[src/rtl/sodor5_verif_pkg.sv]
// Shared types and sizing for the sodor5 writeback scoreboard.
package sodor5_verif_pkg;

    localparam int unsigned NUM_REGS      = 32;
    localparam int unsigned REG_AW        = $clog2(NUM_REGS);
    localparam int unsigned WORD_SIZE     = 32;
    localparam int unsigned WB_FIFO_DEPTH = 8;

    // One architectural register writeback: destination index and value.
    typedef struct packed {
        logic [REG_AW-1:0]    rd;
        logic [WORD_SIZE-1:0] data;
    } wb_entry_t;

endpackage

[src/rtl/sodor5_wb_fifo.sv]
// Synchronous FIFO with async reset. Pointers wrap modulo DEPTH; occupancy
// is held in its own counter so full and empty never alias.
module sodor5_wb_fifo #(
    parameter int unsigned DEPTH = 8,
    parameter int unsigned W     = 37
) (
    input  logic                       clk,
    input  logic                       reset,
    input  logic                       push_i,
    input  logic [W-1:0]               data_i,
    input  logic                       pop_i,
    output logic [W-1:0]               data_o,
    output logic                       full_o,
    output logic                       empty_o,
    output logic                       drop_o,
    output logic [$clog2(DEPTH):0]     count_o
);
    localparam int unsigned AW = $clog2(DEPTH);
    localparam int unsigned CW = AW + 1;

    logic [W-1:0]  mem [DEPTH];
    logic [AW-1:0] wr_q, wr_d, rd_q, rd_d;
    logic [CW-1:0] count_q, count_d;
    logic          push_ok, do_pop;

    assign full_o  = (count_q == CW'(DEPTH));
    assign empty_o = (count_q == '0);
    assign data_o  = mem[rd_q];
    assign count_o = count_q;
    // A pop in the same cycle frees the slot, so a full FIFO still accepts.
    assign drop_o  = push_i && full_o && !pop_i;

    // Next pointer and occupancy values.
    always_comb begin
        push_ok = push_i && (!full_o || pop_i);
        do_pop  = pop_i && !empty_o;
        wr_d    = wr_q;
        rd_d    = rd_q;
        count_d = count_q;
        if (push_ok) wr_d = wr_q + 1'b1;
        if (do_pop)  rd_d = rd_q + 1'b1;
        if (push_ok && !do_pop)      count_d = count_q + 1'b1;
        else if (!push_ok && do_pop) count_d = count_q - 1'b1;
    end

    // Pointer and occupancy registers.
    always_ff @(posedge clk or posedge reset) begin
        if (reset) begin
            wr_q    <= '0;
            rd_q    <= '0;
            count_q <= '0;
        end else begin
            wr_q    <= wr_d;
            rd_q    <= rd_d;
            count_q <= count_d;
        end
    end

    // Storage array; contents are don't-care while the FIFO is empty.
    always_ff @(posedge clk) begin
        if (push_ok) mem[wr_q] <= data_i;
    end

endmodule

[src/rtl/sodor5_wb_scoreboard.sv]
// Buffers ref/dut register writebacks and compares them in program order,
// capturing the first divergence and keeping saturating counts.
module sodor5_wb_scoreboard #(
    parameter int unsigned DEPTH     = sodor5_verif_pkg::WB_FIFO_DEPTH,
    parameter int unsigned WORD_SIZE = sodor5_verif_pkg::WORD_SIZE,
    parameter int unsigned REG_AW    = sodor5_verif_pkg::REG_AW
) (
    input  logic                     clk,
    input  logic                     reset,
    input  logic                     ref_wb_valid,
    input  logic [REG_AW-1:0]        ref_wb_rd,
    input  logic [WORD_SIZE-1:0]     ref_wb_data,
    input  logic                     dut_wb_valid,
    input  logic [REG_AW-1:0]        dut_wb_rd,
    input  logic [WORD_SIZE-1:0]     dut_wb_data,
    output logic                     mismatch,
    output logic [REG_AW-1:0]        first_rd_exp,
    output logic [REG_AW-1:0]        first_rd_got,
    output logic [WORD_SIZE-1:0]     first_data_exp,
    output logic [WORD_SIZE-1:0]     first_data_got,
    output logic [31:0]              first_index,
    output logic [31:0]              compare_count,
    output logic [15:0]              error_count,
    output logic                     overflow,
    output logic [$clog2(DEPTH):0]   ref_pending,
    output logic [$clog2(DEPTH):0]   dut_pending
);
    localparam int unsigned EW = REG_AW + WORD_SIZE;

    logic [EW-1:0] ref_head, dut_head;
    logic          ref_empty, dut_empty, ref_full, dut_full, ref_drop, dut_drop;
    logic          ref_push, dut_push, fire, fail;

    logic                 mismatch_q, overflow_q;
    logic [REG_AW-1:0]    rd_exp_q, rd_got_q;
    logic [WORD_SIZE-1:0] data_exp_q, data_got_q;
    logic [31:0]          index_q, cmp_q;
    logic [15:0]          err_q;

    // x0 writes carry no architectural state and are filtered before queueing.
    assign ref_push = ref_wb_valid && (ref_wb_rd != '0);
    assign dut_push = dut_wb_valid && (dut_wb_rd != '0);

    sodor5_wb_fifo #(.DEPTH(DEPTH), .W(EW)) u_ref_fifo (
        .clk(clk), .reset(reset), .push_i(ref_push), .data_i({ref_wb_rd, ref_wb_data}),
        .pop_i(fire), .data_o(ref_head), .full_o(ref_full), .empty_o(ref_empty),
        .drop_o(ref_drop), .count_o(ref_pending)
    );

    sodor5_wb_fifo #(.DEPTH(DEPTH), .W(EW)) u_dut_fifo (
        .clk(clk), .reset(reset), .push_i(dut_push), .data_i({dut_wb_rd, dut_wb_data}),
        .pop_i(fire), .data_o(dut_head), .full_o(dut_full), .empty_o(dut_empty),
        .drop_o(dut_drop), .count_o(dut_pending)
    );

    // A compare happens whenever both heads hold an entry.
    always_comb begin
        fire = !ref_empty && !dut_empty;
        fail = fire && (ref_head != dut_head);
    end

    // Sticky flags, first-failure capture and saturating counters.
    always_ff @(posedge clk or posedge reset) begin
        if (reset) begin
            mismatch_q <= 1'b0;
            overflow_q <= 1'b0;
            rd_exp_q   <= '0;
            rd_got_q   <= '0;
            data_exp_q <= '0;
            data_got_q <= '0;
            index_q    <= '0;
            cmp_q      <= '0;
            err_q      <= '0;
        end else begin
            if (ref_drop || dut_drop) overflow_q <= 1'b1;
            if (fire && (cmp_q != '1)) cmp_q <= cmp_q + 1'b1;
            if (fail && (err_q != '1)) err_q <= err_q + 1'b1;
            if (fail && !mismatch_q) begin
                mismatch_q <= 1'b1;
                rd_exp_q   <= ref_head[EW-1:WORD_SIZE];
                rd_got_q   <= dut_head[EW-1:WORD_SIZE];
                data_exp_q <= ref_head[WORD_SIZE-1:0];
                data_got_q <= dut_head[WORD_SIZE-1:0];
                index_q    <= cmp_q;
            end
        end
    end

    assign mismatch       = mismatch_q;
    assign overflow       = overflow_q;
    assign first_rd_exp   = rd_exp_q;
    assign first_rd_got   = rd_got_q;
    assign first_data_exp = data_exp_q;
    assign first_data_got = data_got_q;
    assign first_index    = index_q;
    assign compare_count  = cmp_q;
    assign error_count    = err_q;

    // Full flags only feed the drop logic inside each FIFO.
    logic unused_full;
    assign unused_full = ref_full ^ dut_full;

endmodule

[config.mk]
export PLATFORM = sky130hd
export DESIGN_NAME = sodor5_wb_scoreboard
export DESIGN_NICKNAME = d
export VERILOG_FILES = /design/src/rtl/sodor5_verif_pkg.sv /design/src/rtl/sodor5_wb_fifo.sv /design/src/rtl/sodor5_wb_scoreboard.sv
export SDC_FILE = /design/constraint.sdc
export NUM_CORES = 1
export LEC_CHECK = 0
export BUFFER_PORTS_ARGS = -buffer_cell sky130_fd_sc_hd__buf_2
export CORE_MARGIN = 2
export CORE_UTILIZATION = 35
export DETAILED_ROUTE_END_ITERATION = 10
export HOLD_SLACK_MARGIN = 0.12
export PLACE_DENSITY = 0.55
export REMOVE_ABC_BUFFERS = 1
export SLEW_MARGIN = 10
export SYNTH_ARGS = -nofsm -noshare
export SYNTH_HDL_FRONTEND = slang
export SYNTH_SLANG_ARGS = --single-unit
[constraint.sdc]
create_clock -name clk -period 16.9 [get_ports clk]
set_input_delay 3.38 -clock clk [delete_from_list [all_inputs] [get_ports clk]]
set_output_delay 3.38 -clock clk [all_outputs]
set_load 0.03 [all_outputs]
==> impl_results.rst <==
.. list-table::
   :header-rows: 1

   * - Metric
     - Value
   * - Startpoint-to-endpoint class of the critical path
     - reg -> reg
   * - CTS Sinks
     - 768
   * - Core Rows
     - 108
   * - Sw Pwr
     - 2040 uW
   * - Share of cell area taken by muxes after synthesis
     - 16.6%
   * - Total number of H-tree levels
     - 3
   * - Placer's final routability congestion estimate
     - 0.749
   * - #FFs+latches synth
     - 768
   * - Area growth, synth to finish
     - 17.1%
   * - Post-Syn Area
     - 30400 um2
   * - Via count
     - 15.4k
   * - Combinational cell fraction of total power
     - 29.7%
   * - Post-synthesis simple-gate area fraction
     - 3.41%
   * - EDFF count, synth
     - 592
   * - Clock input transition at the sequential cells of the worst setup and hold paths
     - 0.06 ns
   * - CTS max path bufs
     - 3
   * - Number of hold buffers added after CTS
     - 0
   * - Die Span Y
     - 299 um
   * - Number of nets in the final layout
     - 1991
   * - Die Outline Area
     - 89200 um2
   * - Routed Antenna Nets
     - 0
   * - Async set-or-reset flop fraction in the synthesized netlist
     - 22.9%
   * - Areal power density over the cells
     - 170 nW/um2
   * - Status
     - finished, final reports clean
   * - Compound-cell area share of the yosys netlist
     - 1.56%
   * - Sequential-to-total area share from yosys stat
     - 73.0%
   * - Final-report setup violation count
     - 0
   * - Total CTS buffers
     - 82
   * - Req. time, crit path
     - 17.40 ns
   * - Element type at the critical path start
     - flop
   * - Internal power contribution
     - 4030 uW
   * - Worst vdd ir
     - 0.0847 mV
   * - CP Capture Type
     - flop
   * - Fin crit period
     - 6.56 ns
   * - Adder-cell area share of the yosys netlist
     - 0.626%
   * - Largest net degree at the start of global routing
     - 108
   * - First-pass GRT wire length
     - 110 mm
   * - First-pass DRT Iterations
     - 4
   * - TritonCTS clock tree
     - built
   * - Critical path peak fanout
     - 55
   * - Relative contribution of sequential cells to total power
     - 41.6%
   * - Most frequently used flop master after synthesis
     - sky130_fd_sc_hd__edfxtp_1
   * - Number of max-capacitance violations reported
     - 0
   * - Routed wirelength normalized by instance count
     - 23.7 um
   * - I/O pin count
     - 242
   * - Source-to-sink clock delay at the later pin of the worst-skew pair
     - 0.64 ns
   * - Number of port buffers
     - 241
   * - LEAKAGE
     - 0.0131 uW
   * - Average size of a mapped cell
     - 18.9 um2
   * - Fmax
     - 0.152 GHz
   * - Total wirelength of the detailed-routed design
     - 74.1 mm
   * - Share of final-layout standard cells stronger than drive strength 1
     - 28.9%
   * - Filler Cells Inserted
     - 7688
   * - Storage element area
     - 22200 um2
   * - Width of the die
     - 299 um
   * - Number of design-rule violations left by the first detailed-router iteration
     - 1082
   * - Post-detail-place hpwl
     - 46.3 mm
   * - Per-cell via count in the routed design
     - 4.94
   * - Final Slew Violations
     - 0
   * - Clock root buffer
     - sky130_fd_sc_hd__clkbuf_16
   * - Worst max-slew margin expressed relative to the limit
     - 12.1%
   * - Combinational family with the most area after synthesis
     - multiplexers
   * - CTS resizes
     - 0
   * - Std-Cell Core Area
     - 86300 um2
   * - Number of hold-slack violations in the final timing report
     - 0
   * - Layout Cells excl Fill
     - 3124
   * - Synthesized instance count
     - 1608
   * - All-Layer GR Usage
     - 16.7%
   * - Switching Fraction
     - 33.6%
   * - Worst EP arrival
     - 7.06 ns
   * - Worst clock skew
     - 0.0303 ns
   * - Number of placed instances, taps included
     - 2970
   * - DRC
     - 0
   * - Vias in the first global route
     - 16.3k
   * - Yosys warns
     - 0
   * - Clock power share
     - 28.7%
   * - Number of setup buffers added after CTS
     - 0
   * - Starting utilization of the core area
     - 35.2%
   * - Transition at the pin with the smallest max-transition slack
     - 1.31 ns
   * - GRT Residual Overflow
     - 0
   * - Antenna violations before repair
     - 18
   * - Parity-gate share of the synthesized area counting xor and xnor cells
     - 2.45%
   * - RSZ-0062 raised after global routing
     - false
   * - Area occupied by multi-input gates
     - 7580 um2
   * - Part of the cycle the worst path needs
     - 38.8%
   * - Tightest Hold Check Type
     - reg -> reg
   * - Number of distinct library cells after synthesis
     - 52
   * - Setup Total Neg Slack
     - 0 ns
per-layer routing:
layer	routed length, um	up-vias	track usage [%]	share of wire, %
met3	4620	118	3.95	6.2
met2	36500	413	28.1	49
met4	1770	14	4.82	2.4
li1	-	6856	-	-
met5	86	-	0	0.12
met1	31200	8044	21.6	42
power by group through the flow:
stage | sequential (uW) | combinational, uW | clock, uW
4_1_cts | 2530 | 1860 | 1790
3_5_place_dp | 2570 | 1850 | 0
6_report | 2520 | 1800 | 1740
2_1_floorplan | 2720 | 1030 | 0
3_3_place_gp | 2550 | 1840 | 0
5_1_grt | 2560 | 1940 | 1860
cell usage after synthesis, drive strengths merged (4+ instances only):
cell type,number,share of area (%)
and2,10,0.21
o21ai,9,0.15
or4,5,0.14
nand3,14,0.23
mux2i,147,4.8
o211ai,7,0.17
dfrtp,176,14
a211o,7,0.20
o22ai,8,0.19
nand2,51,0.63
xnor2,49,1.4
nand2b,5,0.10
or3,5,0.10
edfxtp,592,59
mux4,120,8.9
ha,12,0.49
nor2,46,0.57
nor3,13,0.25
nand4,18,0.37
nor3b,4,0.099
buf,57,1.5
and3,4,0.082
a22oi,15,0.37
xor2,36,1.0
nor4,16,0.38
and4,5,0.14
inv,69,0.85
clkbuf,7,0.086
mux2,76,2.8
area by class of cell:
| class | count | area share (%) |
|---|---|---|
| clock buffers | 120 | 6.62 |
| multi-input cells | 707 | 21.3 |
| repair buffers | 271 | 4.02 |
| well taps | 1155 | 4.06 |
| flip-flops and latches | 768 | 62.4 |
| inverters | 69 | 0.749 |
| diodes | 1 | 0.00704 |
| clock inverters | 33 | 0.806 |
flip-flops by register name, summed over array words and instances, names as in the netlist:
name and flops:
compare_count 32, error_count 16, first_data_exp 32, first_data_got 32
first_index 32, first_rd_exp 5, first_rd_got 5, mismatch 1
overflow 1, u_dut_fifo.count_o 4, u_dut_fifo.mem 296, u_dut_fifo.rd_q 3
u_dut_fifo.wr_q 3, u_ref_fifo.count_o 4, u_ref_fifo.mem 296, u_ref_fifo.rd_q 3
u_ref_fifo.wr_q 3
placed cells by master, fill, tap and decap left out, types with 14 or more instances in the layout:
cell / instances
sky130_fd_sc_hd__nand4_1: 18
sky130_fd_sc_hd__buf_2: 241
sky130_fd_sc_hd__nor4_1: 15
sky130_fd_sc_hd__nand3_1: 14
sky130_fd_sc_hd__dfrtp_1: 170
sky130_fd_sc_hd__clkbuf_1: 23
sky130_fd_sc_hd__nand2_1: 51
sky130_fd_sc_hd__mux2_1: 51
sky130_fd_sc_hd__mux4_2: 120
sky130_fd_sc_hd__xor2_1: 36
sky130_fd_sc_hd__buf_4: 30
sky130_fd_sc_hd__edfxtp_1: 592
sky130_fd_sc_hd__clkbuf_16: 83
sky130_fd_sc_hd__a22oi_1: 15
sky130_fd_sc_hd__mux2_2: 25
sky130_fd_sc_hd__mux2i_1: 147
sky130_fd_sc_hd__nor2_1: 38
sky130_fd_sc_hd__clkbuf_8: 14
sky130_fd_sc_hd__xnor2_1: 49
sky130_fd_sc_hd__inv_1: 68
stage by stage:
stage	setup slack, ns	util, %	instance area [um2]	power, uW	hold slack (ns)
global route	10.05	41.2	35600	6360	0.504
global placement	10.42	38.1	32900	4390	0.461
finish	10.34	41.2	35600	6060	0.479
detailed placement	10.37	38.1	32900	4420	0.471
CTS	10.34	41.2	35600	6170	0.484
floorplan	8.75	-	29900	3750	0.457
kinds of logic (layout without fill, tap and decap cells):
kind of cell             after synthesis  count (layout)
flip-flops                           768             768
other                                  0               1
buffers and inverters                133             493
XOR/XNOR                              85              85
adder cells (fa/ha/maj)               14              14
multiplexers                         343             343
AO/OA/AOI/OAI                         64              64
AND/OR/NAND/NOR                      201             201
worst paths after layout:
| kind | from | end | slack, ns | cells after the start |
|---|---|---|---|---|
| max | u_ref_fifo.rd_q[1] | first_data_exp[13] | 10.34 | 11 |
| min | first_rd_exp[4] | first_rd_exp[4] | 0.48 | 1 |
| max reg2reg | u_ref_fifo.rd_q[1] | first_data_exp[13] | 10.34 | 11 |
| min reg2reg | first_rd_exp[4] | first_rd_exp[4] | 0.48 | 1 |
| max in group asynchronous | reset | compare_count[28] | 12.46 | 3 |
| min in group asynchronous | reset | first_rd_exp[4] | 2.92 | 2 |
critical path, stage by stage, from the launching register on:
cell and delay [ns]:
sky130_fd_sc_hd__dfrtp_4 0.78, sky130_fd_sc_hd__buf_4 0.74, sky130_fd_sc_hd__mux4_2 0.58, sky130_fd_sc_hd__mux2i_1 0.66, sky130_fd_sc_hd__xnor2_1 0.19, sky130_fd_sc_hd__nand2_1 0.06
sky130_fd_sc_hd__or4_1 0.65, sky130_fd_sc_hd__nor4_4 1.09, sky130_fd_sc_hd__nor3_4 0.04, sky130_fd_sc_hd__buf_4 0.43, sky130_fd_sc_hd__buf_4 0.56, sky130_fd_sc_hd__mux2_1 0.46
(Power assumes the default switching activity.)
